==> src/rtl/im_loader_if.sv <==
// Byte-stream loader bus: program bytes in, instruction-memory write port
// and status out. The loader itself uses the slave side.
interface im_loader_if #(
    parameter int AW = 10
);
    logic          start;
    logic          end_load;
    logic          byte_valid;
    logic [7:0]    byte_data;
    logic          byte_ready;
    logic          we;
    logic [AW-1:0] waddr;
    logic [31:0]   wdata;
    logic          busy;
    logic          done;
    logic [AW:0]   word_count;

    modport master (
        output start, end_load, byte_valid, byte_data,
        input  byte_ready, we, waddr, wdata, busy, done, word_count
    );

    modport slave (
        input  start, end_load, byte_valid, byte_data,
        output byte_ready, we, waddr, wdata, busy, done, word_count
    );
endinterface

==> src/rtl/im_loader.sv <==
// Instruction-memory loader: packs a big-endian byte stream into 32-bit
// words and writes them to consecutive word addresses starting at 0.
// A trailing partial word is zero-padded in the low bytes.
module im_loader #(
    parameter int DEPTH = 1024,
    parameter int AW    = 10
) (
    input  logic        clk,
    input  logic        reset,
    im_loader_if.slave  bus
);

    typedef enum logic [1:0] {IDLE, LOAD, FLUSH, DONE} state_t;

    state_t        state;
    state_t        state_nx;
    logic [1:0]    idx;
    logic [1:0]    idx_nx;
    logic [31:0]   asm_word;
    logic [31:0]   asm_nx;
    logic [AW-1:0] next_addr;
    logic [AW:0]   count;
    logic          xfer;
    logic          word_full;
    logic          last_word;
    logic          ready;
    logic          we_p1;
    logic [AW-1:0] waddr_p1;
    logic [31:0]   wdata_p1;

    // Left-justify the n bytes held in the low end of a partial word.
    function automatic logic [31:0] pad_word(input logic [31:0] partial,
                                             input logic [1:0]  n);
        logic [31:0] r;
        case (n)
            2'd1:    r = {partial[7:0],  24'h0};
            2'd2:    r = {partial[15:0], 16'h0};
            2'd3:    r = {partial[23:0], 8'h0};
            default: r = partial;
        endcase
        return r;
    endfunction

    // Byte acceptance and next-value view of the assembly path.
    always_comb begin
        xfer      = bus.byte_valid && ready;
        idx_nx    = xfer ? idx + 2'd1 : idx;
        asm_nx    = xfer ? {asm_word[23:0], bus.byte_data} : asm_word;
        word_full = xfer && (idx == 2'd3);
        last_word = word_full && (next_addr == AW'(DEPTH - 1));
    end

    // State register.
    always_ff @(posedge clk) begin
        if (!reset) state <= IDLE;
        else        state <= state_nx;
    end

    // Next-state logic and state-decoded status outputs.
    always_comb begin
        state_nx = state;
        ready    = 1'b0;
        case (state)
            IDLE, DONE: begin
                if (bus.start) state_nx = LOAD;
            end
            LOAD: begin
                ready = 1'b1;
                // Memory full wins over end_load; a byte landing with
                // end_load is counted before the end is evaluated.
                if (last_word)         state_nx = DONE;
                else if (bus.end_load) state_nx = (idx_nx == 2'd0) ? DONE : FLUSH;
            end
            FLUSH: state_nx = DONE;
            default: state_nx = IDLE;
        endcase
    end

    // Word assembly, address/count tracking and the registered write port.
    always_ff @(posedge clk) begin
        if (!reset) begin
            idx       <= 2'd0;
            asm_word  <= 32'h0;
            next_addr <= '0;
            count     <= '0;
            we_p1     <= 1'b0;
            waddr_p1  <= '0;
            wdata_p1  <= 32'h0;
        end else begin
            we_p1 <= 1'b0;
            if ((state == IDLE || state == DONE) && bus.start) begin
                idx       <= 2'd0;
                asm_word  <= 32'h0;
                next_addr <= '0;
                count     <= '0;
            end else if (state == LOAD) begin
                idx      <= idx_nx;
                asm_word <= asm_nx;
                if (word_full) begin
                    we_p1     <= 1'b1;
                    waddr_p1  <= next_addr;
                    wdata_p1  <= asm_nx;
                    // The final slot leaves the pointer parked, no wrap.
                    next_addr <= last_word ? next_addr : next_addr + AW'(1);
                    count     <= count + 1'b1;
                end else if (bus.end_load && idx_nx != 2'd0) begin
                    we_p1     <= 1'b1;
                    waddr_p1  <= next_addr;
                    wdata_p1  <= pad_word(asm_nx, idx_nx);
                    next_addr <= next_addr + AW'(1);
                    count     <= count + 1'b1;
                end
            end
        end
    end

    assign bus.byte_ready = ready;
    assign bus.busy       = (state == LOAD) || (state == FLUSH);
    assign bus.done       = (state == DONE);
    assign bus.we         = we_p1;
    assign bus.waddr      = waddr_p1;
    assign bus.wdata      = wdata_p1;
    assign bus.word_count = count;

endmodule

==> src/flat_wrapper.sv <==
// flat-port wrapper written by rule: the top's interface ports become plain ports
module im_loader_flat 
#(
    parameter int DEPTH = 1024,
    parameter int AW    = 10
)
  (clk, reset, bus_start, bus_end_load, bus_byte_valid, bus_byte_data, bus_byte_ready, bus_we, bus_waddr, bus_wdata, bus_busy, bus_done, bus_word_count);
  im_loader_if #(.AW(AW)) bus_i ();
  input  logic clk;
  input  logic reset;
  input wire logic [$bits(bus_i.start)-1:0] bus_start;
  input wire logic [$bits(bus_i.end_load)-1:0] bus_end_load;
  input wire logic [$bits(bus_i.byte_valid)-1:0] bus_byte_valid;
  input wire logic [$bits(bus_i.byte_data)-1:0] bus_byte_data;
  output wire logic [$bits(bus_i.byte_ready)-1:0] bus_byte_ready;
  output wire logic [$bits(bus_i.we)-1:0] bus_we;
  output wire logic [$bits(bus_i.waddr)-1:0] bus_waddr;
  output wire logic [$bits(bus_i.wdata)-1:0] bus_wdata;
  output wire logic [$bits(bus_i.busy)-1:0] bus_busy;
  output wire logic [$bits(bus_i.done)-1:0] bus_done;
  output wire logic [$bits(bus_i.word_count)-1:0] bus_word_count;
  assign bus_i.start = bus_start;
  assign bus_i.end_load = bus_end_load;
  assign bus_i.byte_valid = bus_byte_valid;
  assign bus_i.byte_data = bus_byte_data;
  assign bus_byte_ready = bus_i.byte_ready;
  assign bus_we = bus_i.we;
  assign bus_waddr = bus_i.waddr;
  assign bus_wdata = bus_i.wdata;
  assign bus_busy = bus_i.busy;
  assign bus_done = bus_i.done;
  assign bus_word_count = bus_i.word_count;
  im_loader #(.DEPTH(DEPTH), .AW(AW)) u_core (.clk(clk), .reset(reset), .bus(bus_i));
endmodule
==> config.mk <==
export PLATFORM = sky130hd
export DESIGN_NAME = im_loader_flat
export DESIGN_NICKNAME = d
export VERILOG_FILES = /design/src/rtl/im_loader_if.sv /design/src/rtl/im_loader.sv /design/src/flat_wrapper.sv
export SDC_FILE = /design/constraint.sdc
export NUM_CORES = 1
export LEC_CHECK = 0
export ABC_AREA = 1
export CAP_MARGIN = 40
export CORE_UTILIZATION = 40
export CTS_BUF_LIST = sky130_fd_sc_hd__clkbuf_8
export CTS_CLUSTER_DIAMETER = 50
export DETAILED_ROUTE_END_ITERATION = 8
export SETUP_SLACK_MARGIN = 0.3
export SYNTH_ARGS = -nofsm -noshare
export SYNTH_HDL_FRONTEND = slang
export SYNTH_SLANG_ARGS = --single-unit
export TNS_END_PERCENT = 100
==> constraint.sdc <==
create_clock -name clk -period 4.7 [get_ports clk]
set_input_delay 0.705 -clock clk [delete_from_list [all_inputs] [get_ports clk]]
set_output_delay 0.705 -clock clk [all_outputs]
set_load 0.03 [all_outputs]
[Word-level counts from Yosys, hierarchy flattened]
Index checks and enable logic that the tools add are counted.
Word-level totals
  output and inout port bits: 57
  input port bits: 13
  bits in registers: 100
  logic and storage cells: 63
Cells by class
  equality and inequality tests: 11
  reductions and logical operators: 18
  mux-type cells: 20
  bitwise logic cells: 3
  $add $sub $neg: 3
Operators by type and width (number)
  $mux W32: 3
  $pmux W32 S3: 1
  $mux W10: 5
  $mux W11: 2
  $add A11 B1 Y11 const B: 1
  $add A10 B1 Y10 const B: 1
  $eq A10 B10 Y1 const B: 1
  $eq A2 B2 Y1 const B: 5
  $mux W2: 4
  $pmux W2 S3: 1
  $reduce_and A3 Y1: 2
  $logic_and A1 B1 Y1: 5
  $eq A2 B1 Y1 const B: 2
  $logic_not A2 Y1: 2
  $mux W1: 4
  $ne A2 B2 Y1 const B: 2
  $reduce_and A2 Y1: 2
  $reduce_bool A2 Y1: 2
  $reduce_or A2 Y1: 2
  $ne A3 B2 Y1 const B: 1
  $not A1 Y1: 3
  $reduce_or A3 Y1: 1
  $add A2 B1 Y2 const B: 1
  $logic_or A1 B1 Y1: 2

[Logic depth before layout (Yosys ltp)]
Gate-level depths: netlist of run 1.
  depth after elaboration: 9
  gate-level depth with buffers: 14
  gate-level depth less buffers: 13

[Worst setup path after synthesis of run 1]
OpenSTA, ideal clock, no wires.
  path kind: register to register
  from: register u_core.state[1]
  to: register u_core.wdata_p1[21] (netlist: u_core.bus.wdata[21])
  setup time: 0.128 ns
  data required time: 4.572 ns
  path buffers: 2
  data arrival time: 1.833 ns
  period minus slack after synthesis: 1.961 ns
  slack: 2.739 ns
  stages on the path, launching flop included: 15
  cells stage by stage: dfxtp_1 > inv_1 > ha_1 > nand2_1 > buf_4 > inv_2 > nand2_2 > inv_1 > a21oi_4 > buf_2 > nand3_1 > nand2_1 > nand2_1 > nand2_1 > nor2_1
Between the ends
  longest elaborated chain between the ends: 8
  elaborated cells between the ends (all ways): 21
  classes of those cells: eq/ne (5); mux (6); bitwise (1); reduce/logical (9)
Ends and longest elaborated chain
  start, declared: line im_loader.sv:15  | state_t state;
  start signal, assigned: line im_loader.sv:56  | else state <= state_nx;
  $eq A2 B1 Y1 (*): line im_loader.sv:63  | case (state)
  $mux W1 (*): line im_loader.sv:63
  via bus_byte_ready: line flat_wrapper.sv:15  | output wire logic [$bits(bus_i.byte_ready)-1:0] bus_byte_ready;
  $logic_and A1 B1 Y1 (*): line im_loader.sv:46  | xfer = bus.byte_valid && ready;
  $mux W2: line im_loader.sv:47  | idx_nx = xfer ? idx + 2'd1 : idx;
  $eq A2 B2 Y1 (tied with other cells): line im_loader.sv:35  | case (n)
  $pmux W32 S3 / $logic_and A1 B1 Y1 (equally long branches): line im_loader.sv:35, im_loader.sv:106
  $mux W32 / $reduce_bool A2 Y1 (equally long branches)
  $mux W32 / $reduce_and A3 Y1 (equally long branches)
  end signal, assigned: line im_loader.sv:102  | wdata_p1 <= asm_nx;
  end signal, assigned: line im_loader.sv:109  | wdata_p1 <= pad_word(asm_nx, idx_nx);
  end, declared: line im_loader.sv:29  | logic [31:0] wdata_p1;
The timed path passes the listed nets; every way through them passes the cells marked *. The select of a mux whose other input is x is not followed.
A chain may end at the register's enable or synchronous reset.

[Worst setup path after layout of run 1]
  from: input bus_byte_valid
  to: register u_core.wdata_p1[18] (netlist: u_core.bus.wdata[18])
Between the ends
  longest elaborated chain between the ends: 6
  elaborated cells between the ends (all ways): 14
  classes of those cells: eq/ne (3); mux (5); reduce/logical (6)
Ends and longest elaborated chain
  start, declared: line flat_wrapper.sv:13  | input wire logic [$bits(bus_i.byte_valid)-1:0] bus_byte_valid;
  $logic_and A1 B1 Y1 (*): line im_loader.sv:46
  $mux W2: line im_loader.sv:47
  $eq A2 B2 Y1 (tied with other cells): line im_loader.sv:35
  $pmux W32 S3 / $logic_and A1 B1 Y1 (equally long branches): line im_loader.sv:35, im_loader.sv:106
  $mux W32 / $reduce_bool A2 Y1 (equally long branches)
  $mux W32 / $reduce_and A3 Y1 (equally long branches)
Mark *: on every way between the ends. The rest lies on a longest branch, timed or not. The select of a mux whose other input is x is not followed.

==> metrics list, run 1 <==
- In this run the worst path has a maximum fanout of 41.
* Drt via density: 4.99
- GRT Residual Overflow: 0
- Library cell used as clock root buffer: clkbuf_8
* Cell at the slowest stage of the critical path: clkdlybuf4s50_1
* IO Count: 70
- Number of enable-type register cells in the synthesized netlist: 0
- Cells fill 49.8% of the core in the end.
* Kind of capture point of the worst setup path: flop
- Registers take 2000 µm².
- In the final routing, the length of wire on met1 measures 6.72 mm.
- Die Outline Area: 12600 µm²
* Area inside the core boundary: between 10000 and 15000 µm²
- Syn Area/Cell: 6.64 µm²
- Final critical delay including setup and external delays: 3.23 ns
- Sequential cells were found to cover 41.2% of the synthesized design area.
- The number of clock buffers added by TritonCTS is 9.
* Post-synth net total: about 750
- The cell family contributing the most delay on the critical path is simple AND/OR/NAND/NOR gates.
* Unrepaired setup endpoints after global routing: false
- Area of the mapped netlist: 4860 µm²
- Commonest cells after routing, fill and taps aside: nand2_1 (203), nor2_1 (128), dfxtp_1 (100), clkdlybuf4s50_1 (69), inv_1 (67)
- Leaving out fill and tap cells, the most frequent cell in the layout is nand2_1.
- Vertical die dimension: 112 µm
- The final number of hold-violating endpoints is 0.
* Ratio of total power to cell area: roughly 460 nW/µm²
* Number of setup buffers added after CTS: 0
- For this run, asynchronously set or reset flops after synthesis account for 0%.
* CP required: 4.96 ns
- The die is between 100 and 150 µm wide.
- Final routed wire length divided by cell count: 14.1 µm
* Worst-Skew Late Latency: 0.37 ns
- Relative to the synthesized area, the layout overhead comes to 18.8%.
- IR Drop Worst-Case VDD: 316 µV
- Clk buf depth: 2
- Number of nets still failing antenna checks after routing: 0
- Effective utilization at floorplan: 41.9%
- Synthesis instantiated 31 different standard cells from the library.
* Max-cap check violation count: 0
* PostCTS Resize Cnt: 0
- Count of antenna diodes in the layout: 0
- After detailed routing, the met3 layer carries ~730 µm of wire.
- Entering global routing, the biggest net connects 42 pins.
- Clock-pin slew was measured on the worst setup and hold paths at 0.10 ns.
- Crit path buffers/inverters: 2
- In the final layout, the multi-input gates occupy 2410 µm².
- The flow ran to the end, but the final reports show violations.
* Yosys synthesis warning count: 0
- After synthesis, the cell types taking the most area are dfxtp_1 (41%), nand2_1 (16%), nor2_1 (9.9%), nand3_1 (6.1%), inv_1 (5.2%).
* Transition at the pin with the smallest max-transition slack: 0.876 ns
- The critical path is of the input pin to flop type.
- The final reports fail on design-rule violations.
- In this run the worst hold path is classified as flop to flop.
- The H-tree generated during clock tree synthesis spans 3 levels.
- Clock tree synthesis found a total of 100 sinks.
- Via total after detailed routing: between 4000 and 5000
- Buffers placed on the I/O ports in this run total 69.
- Gate Count Post-Synth: about 730
- At the end of routability-driven placement, the weighted congestion stood at 0.859.
- Signal routing reaches up to met4.
- The post-route netlist has 4.19% of its cells at a drive strength greater than 1.
* Total wirelength of the detailed-routed design: between 10 and 15 mm
- Total iterations of the first detailed-routing run: 9
- Number of core rows: 39
- Post-CTS Hold Buffers: 0
* GRT Total Usage: around 22%
* Number of max-slew violations in the final report: 0
* Routed wire length on met2: 5.55 mm
- Final clock skew: 0.0102 ns
* Startpoint Class: input pin
- Crit-path max cell delay: 0.77 ns
- Top FF cell, synth: dfxtp_1
- The worst pin sits at a relative slew slack of 41.2%.
* Cell taking the most area after synthesis: dfxtp_1
- Summed over all cells, the static leakage comes to around 0.0024 µW.
- Post-route setup TNS: 0 ns
- Drt initial violations: 399
- Via count of the first global-routing pass: 4118
* TritonCTS clock tree: yes
* Critical Path AT: 3.49 ns
- Count of unresolved DRC violations after routing: 2
- For this run, the post-layout net count is roughly 800.
* Final critical-path share of the clock period: 68.7%
- Static timing analysis puts the maximum clock frequency at approximately 310 MHz.
- The critical path goes through clkdlybuf4s50_1 -> nand2_1 -> nand2_1 -> nand2_4 -> nand2_2 -> nand2_1 -> nand2_2 -> nand2_4 -> inv_2 -> nand2_1 -> nand2_1 -> nor2_1.
- Synth top area share: 41.2%
- Setup violations remaining at the end of the flow were counted as 0.
- After synthesis the netlist holds a flip-flop and latch count of 100.
- The HPWL after detailed placement is 9.06 mm.
- The first global-routing pass estimated 21.6 mm of wire.
- Critical Path Most Common Cell: nand2_1
- Antenna violations before repair: 0
* Filler cell count: about 1200
==> sequential cells by signal (all words and copies together), names as in the netlist <==
signal	flops
u_core.asm_word	32
u_core.bus.waddr	10
u_core.bus.wdata	32
u_core.bus.we	1
u_core.bus.word_count	11
u_core.idx	2
u_core.next_addr	10
u_core.state	2
==> worst paths after layout <==
kind | cells after the start | slack (ns) | start | end
max reg2reg | 13 | 1.54 | u_core.state[1] | u_core.bus.wdata[18]
min reg2reg | 2 | 0.49 | u_core.bus.wdata[31] | u_core.bus.wdata[31]
max | 12 | 1.47 | bus_byte_valid | u_core.bus.wdata[18]
min | 2 | 0.49 | u_core.bus.wdata[31] | u_core.bus.wdata[31]
==> layer usage <==
layer,up-vias,track usage [%]
met5,-,0
met1,2103,32.6
met2,132,30.8
li1,2396,-
met4,0,6.67
met3,12,3.62
==> cells in the mapped netlist (7+ instances only) <==
library cell	count
a21oi_1	36
a22oi_1	7
buf_2	18
clkbuf_1	8
dfxtp_1	100
inv_1	67
mux2i_1	8
nand2_1	203
nand3_1	59
nor2_1	128
o21ai_0	45
xor2_1	7
==> cell type report <==
| cell class | count | area share (%) |
|---|---|---|
| tap | 143 | 3.10 |
| clock buffer | 10 | 2.38 |
| timing repair buffer | 74 | 12.6 |
| clock inverter | 6 | 1.10 |
| inverter | 70 | 4.55 |
| multi-input combinational | 527 | 41.6 |
| sequential | 100 | 34.6 |
==> worst register-to-register path: stages, from the launching register on <==
cell and delay [ns]:
dfxtp_1 0.35, inv_1 0.06, ha_1 0.58, nand2_1 0.31
nand2_1 0.18, nand2_4 0.17, nand2_2 0.16, nand2_1 0.07
nand2_2 0.09, nand2_4 0.21, inv_2 0.59, nand2_1 0.16
nand2_1 0.08, nor2_1 0.04
==> cells by family after synthesis <==
group                      share of synthesized area, %
AOI/OAI and AO/OA                                  10.4
xor gates and xnor gates                           1.80
adders and majority gates                          1.54
buffers and inverters                              9.36
DFF                                                41.2
muxes                                              1.65
and+or+nand+nor                                    34.1
==> power breakdown <==
group	internal [µW]	leakage (µW)	switching, µW
Clock	260	0.0000983	311
Sequential	911	0.000807	44.0
Combinational	329	0.00148	775
Total	1500	0.00239	1130
==> metrics by stage <==
stage	hold WS (ns)	cells	area, µm²	setup slack (ns)	total power [µW]
finish	0.493	930	5780	1.47	2630
global route	0.503	930	5780	1.22	2800
detailed placement	0.467	914	5580	1.12	2070
CTS	0.491	930	5780	1.52	2640
global placement	0.474	914	5580	1.23	2060
floorplan	0.460	733	4860	2.74	1750
Note: power is estimated with default switching activity, not from simulation.
==> run 2, diff against run 1 <==
clock period = 2.8 ns   (was 4.7 ns; I/O delays follow)
==> run 2 against run 1 <==
Against the previous run: the flow still finishes with violations (design-rule violations); critical path depth grew 1; largest power group unchanged; combinational power rose by 83%; non-clock buffer count is 14 higher; count of clock-buffer cells in the layout rose by 1; total power is 70% higher; final area rose by 2.4%; first-iteration DRC count fell by 1.5%; via count increased by 2.0%; clock power increased by 50%.
==> metrics list, run 2 (synthesis gave the netlist of run 1 again) <==
* Unrepaired setup endpoints after global routing: false
- GRT Total Usage: between 20% and 30%
* Number of core rows: 39
- Number of max-slew violations in the final report: 0
- Once the clock tree was built, the setup fixing pass inserted 0 buffers.
- Final routed wire length divided by cell count: 14.8 µm
- 0 antenna diodes ended up in the layout.
* Cell at the slowest stage of the critical path: dfxtp_1
- Kind of capture point of the worst setup path: flop
* Total number of nets in the final design: approximately 800
- Ratio of total power to cell area: roughly 760 nW/µm²
- Type of the setup path with the least slack: flop to flop
- TritonCTS built the clock tree.
- 70 I/O pins were placed.
- For this block, the initial DRC count from the detailed router was approximately 390.
- Summing all non-filler instances in the final layout gives an area of roughly 5900 µm².
* Most frequent standard cell in the layout excluding fill and tap cells: nand2_1
- Critical Path AT: 2.66 ns
- Maximum clock frequency: 426 MHz
* Type of the tightest min-delay check: flop to flop
- Via count of the first global-routing pass: 4285
- Clock-pin slew of the registers on the worst-case setup and hold paths: 0.09 ns
- Final weighted congestion of routability-driven global placement: roughly 0.9
* Total wirelength of the detailed-routed design: approximately 14 mm
- Summed over all nets, the half-perimeter wirelength after detailed placement is 9.75 mm.
- Traced cell by cell, the critical path runs through inv_1 -> ha_1 -> buf_6 -> nand3_1 -> nand2_4 -> buf_4 -> inv_2 -> nand2_2 -> nor2_1 -> nor2_1 -> nand2_1 -> nand2_1 -> a21oi_1.
- The floorplan step defined a die boundary enclosing around 13000 µm².
- Cells with a size suffix above 1 make up around 5.6% of the layout.
* Result of the run: finished, violations left
- Number of clock sinks: 100
- Setup slack after layout: between 0.4 and 0.5 ns
- Antenna violations before repair: 0
- At the later pin of the worst-skew pair, clock insertion delay measures 0.38 ns.
* Number of nets still failing antenna checks after routing: 0
- After filler insertion, the fill cell instance count of the layout stands at 1234.
* Vertical die dimension: 112 µm
- IR Drop Worst-Case VDD: 580 µV
* Area inside the core boundary: around 12000 µm²
* Relative slew margins: around 64%
- Total iterations of the first detailed-routing run: 7
- Synthesis-to-finish area growth: 21.6%
* Pin count of the biggest net entering global routing: 37
- Among cell families on the critical path, the largest total delay comes from simple AND/OR/NAND/NOR gates.
* Cell Area, Placed: 5700 µm²
- Startpoint Class: flop
* Setup slack after placement: between 0.1 and 0.15 ns
- In the layout the commonest cells are nand2_1 (201), nor2_1 (128), dfxtp_1 (100), inv_1 (70), clkdlybuf4s50_1 (68).
- Across the routed clock network, the largest skew measured is 0.0110 ns.
- Max-cap check violation count: 0
- Fin. Hold Viols: 0
* H-tree depth: 3
* Clk buf depth: 2
- The die is between 100 and 150 µm wide.
- Library cell used as clock root buffer: clkbuf_8
- In this run the static leakage power is 0.00249 µW.
- The first global-routing pass estimated 22.5 mm of wire.
* Register area: 2000 µm²
- Input and output buffers added on the ports amount to a little under 70.
- Crit-path max cell delay: 0.40 ns
* Final critical-path share of the clock period: 83.8%
- Adding up every negative setup slack in the final design gives 0 ns.
* GRT Residual Overflow: 0
- Count of unresolved DRC violations after routing: 3
* CP required: 3.11 ns
- Number of failing setup endpoints in the final timing report: 0
- For this configuration, the core starts out at a cell density of 41.9%.
* Total CTS buffers: 9
* Via total after detailed routing: about 4700
* Crit path buffers/inverters: 4
- Post-CTS Hold Buffers: 0
* Footprint of the multi-input gates: 2420 µm²
- PostCTS Resize Cnt: 0
- Drt via density: 5.02
- Of all nets on the critical path, the largest fanout is 14.
- For the pin with the worst max-slew slack, the measured transition is between 0.5 and 0.6 ns.
* Failing checks: design-rule violations
- The clock period could shrink to 2.35 ns.
run 2: layout make-up:
| type | count | area share, % |
|---|---|---|
| inverter | 70 | 4.44 |
| tap | 143 | 3.02 |
| clock buffer | 11 | 2.56 |
| multi-input combinational | 527 | 40.9 |
| timing repair buffer | 88 | 15.0 |
| sequential | 100 | 33.8 |
| clock inverter | 4 | 0.317 |
run 2: through the flow:
| stage | hold slack [ns] | util [%] | total power, µW | cells |
|---|---|---|---|---|
| floorplan | 0.460 | - | 2930 | 733 |
| global placement | 0.473 | 49.1 | 3620 | 927 |
| detailed placement | 0.477 | 49.1 | 3620 | 927 |
| CTS | 0.495 | 50.6 | 4480 | 942 |
| global route | 0.512 | 50.9 | 4770 | 943 |
| finish | 0.494 | 50.9 | 4470 | 943 |
run 2: final timing paths:
check	start	slack, ns	depth (start not counted)	end
setup / recovery	u_core.state[1]	0.45	13	u_core.bus.wdata[28]
hold / removal	u_core.bus.waddr[7]	0.49	2	u_core.bus.waddr[7]
setup reg to reg	u_core.state[1]	0.45	13	u_core.bus.wdata[28]
hold reg to reg	u_core.bus.waddr[7]	0.49	2	u_core.bus.waddr[7]
run 2: layer usage:
layer	wire, µm	vias up	GRT usage, %
li1	-	2431	-
met1	7300	2180	33.4
met2	5850	109	33.2
met3	669	14	5.67
met4	174	0	6.40
met5	0	-	0
run 2: where the power goes:
part	switching (µW)	internal (µW)	leakage, µW
Combinational	1360	658	0.00158
Clock	499	359	0.0000952
Sequential	72.6	1530	0.000807
Total	1930	2550	0.00249
run 2: worst min-delay path: stages, from the launching register on:
cell,delay [ns]
dfxtp_1,0.32
nor2_1,0.09
nor2_1,0.05
==> edit (settings of run 2) <==
Make the reset (`reset`) asynchronous in 2 clocked blocks.
--- a/src/rtl/im_loader.sv
+++ b/src/rtl/im_loader.sv
@@ -51,7 +51,7 @@
     end
 
     // State register.
-    always_ff @(posedge clk) begin
+    always_ff @(posedge clk or negedge reset) begin
         if (!reset) state <= IDLE;
         else        state <= state_nx;
     end
@@ -77,7 +77,7 @@
     end
 
     // Word assembly, address/count tracking and the registered write port.
-    always_ff @(posedge clk) begin
+    always_ff @(posedge clk or negedge reset) begin
         if (!reset) begin
             idx       <= 2'd0;
             asm_word  <= 32'h0;
Behaviour: differs if reset is asserted again (counterexample within 4 cycles, from zero or initial values and one cycle with reset low); with reset held inactive, the same outputs for 4 cycles.
==> edit against run 2 <==
The flow finishes with violations (hold timing); wire length fell by 3.1%; largest cell class is now registers; die area rose by 8.5%; synthesized area grew 8.6%; critical endpoint is now bus_busy; sequential cell count unchanged; power grew 48%; critical path depth down 9; count of clock-buffer cells in the layout decreased by 1; setup slack worse by 22 ps; cell area increased by 6.3%; highest routed layer unchanged; maximum frequency down 0.93%; global-route usage shrank 1.3 points; sequential power rose by 33%.
==> edit: results (changes against run 2) <==
Skew final - 9.672 ps (was 11.00 ps)
Non-clk bufs - 80 (was 88)
Signal inverters - 90 (was 70)
Ys flop type - dfrtp_1 (was dfxtp_1)
Status - complete, but fails checks (unchanged)
Slowest library cell on the worst path - clkdlybuf4s50_1 (was dfxtp_1)
Most frequent cells after synthesis - nand2_1 (259), dfrtp_1 (100), inv_1 (84) (was nand2_1 (203), nor2_1 (128), dfxtp_1 (100))
Fraction of area in registers - 39.79% (was 33.83%)
Top Family by Delay on Critical Path - buffers and inverters (was simple AND/OR/NAND/NOR gates)
Multi-input gate share of the layout cell area - 35.91% (was 40.85%)
Nets@finish - 805 (was 815)
Reg2reg setup slack - 480 ps (was 450 ps)
Post-DR wirelength/cell - 14.09 microns (was 14.84 microns)
Filler Cells Inserted - 1272 (was 1234)
Crit path kind - reg -> out (was reg -> reg)
Vias in the first global route - 4506 (was 4285)
Vias - 4747 (was 4734)
Layout clock area frac - 2.566% (was 2.876%)
Place WS - 303.4 ps (was 105.4 ps)
Setup ws final - 430.4 ps (was 452.5 ps)
Worst hold slack - -0.4662 ps (was 494.2 ps)
Synth Register Bits - 100 (unchanged)
GRT Total Usage - 21.61% (was 22.86%)
DR pass1 iterations - 5 (was 7)
Reg-to-reg endpoint - u_core.bus.wdata[28] (unchanged)
R2R Path Start - u_core.state[0] (was u_core.state[1])
Clock Buffer Count - 10 (was 11)
Non-clock buffer share of cell area - 12.91% (was 14.97%)
HP Class - in -> async (was reg -> reg)
Fraction of layout cells with a size suffix above 1 - 5.443% (was 5.625%)
Worst-path maximum fanout - 4 (was 14)
GP Congestion - 0.8755 (was 0.8855)
Initial antenna violation count - 0 (unchanged)
Critical Path End - bus_busy (was u_core.bus.wdata[28])
Async SR Flop Fraction - 100.0% (was 0%)
H-tree lvl count - 3 (unchanged)
Comb_multi_in - 505 (was 527)
Failing checks - hold timing (was DRC)
First-pass GRT wire length - 22330 microns (was 22480 microns)
VDD IR max - 0.0005952 V (was 0.0005797 V)
Crit-path max cell delay - 680 ps (was 400 ps)
Switch Pwr - 3.250 mW (was 1.929 mW)
Yosys cell types - 28 (was 31)
Syn nets - 747 (was 752)
Post-synthesis sequential area ratio - 47.35% (was 41.15%)
Pleak - 3.221 nW (was 2.487 nW)
Top cells by area, synth - dfrtp_1 (47%), nand2_1 (18%), inv_1 (6.0%) (was dfxtp_1 (41%), nand2_1 (16%), nor2_1 (9.9%))
1st-iter DRT viols - 324 (was 393)
Slew headroom - 66.19% (was 63.63%)
DP HPWL - 9504 microns (was 9746 microns)
Critical path arrival - 1950 ps (was 2660 ps)
Post-CTS Setup Inserts - 0 (unchanged)
Pin count of the biggest net entering global routing - 67 (was 37)
Clock slew at reported path FFs - 100 ps
Worst reg2reg path depth - 11 (was 13)
Final Hold Viols - 1 (was 0)
-- edit: power by group through the flow --
stage	clock [mW]	combinational, mW	sequential [mW]
4_1_cts	0.852	3.67	2.14
2_1_floorplan	0	2.15	2.47
3_3_place_gp	0	3.63	2.15
5_1_grt	0.909	4.09	2.18
6_report	0.831	3.65	2.13
3_5_place_dp	0	3.66	2.16
-- edit: layer usage --
layer / vias to the layer above / routed length, microns / GRT usage [%]
met4: 0 / 289 / 9.283
met3: 21 / 545 / 2.987
met1: 2255 / 6234 / 28.45
met2: 115 / 6487 / 35.78
met5: - / 0 / 0
li1: 2356 / - / -
-- edit: kinds of logic after synthesis --
kind of cell,after synthesis,synth area share [%]
xor gates and xnor gates,9,1.492
buffers and inverters,123,9.919
AOI/OAI and AO/OA,71,7.244
and+or+nand+nor,419,32.58
DFF,100,47.35
adders and majority gates,6,1.420
-- edit: metrics by stage --
step                instances  area, sq um
detailed placement        947         6125
CTS                       962         6286
floorplan                 728         5285
global route              962         6290
finish                    962         6290
global placement          947         6125
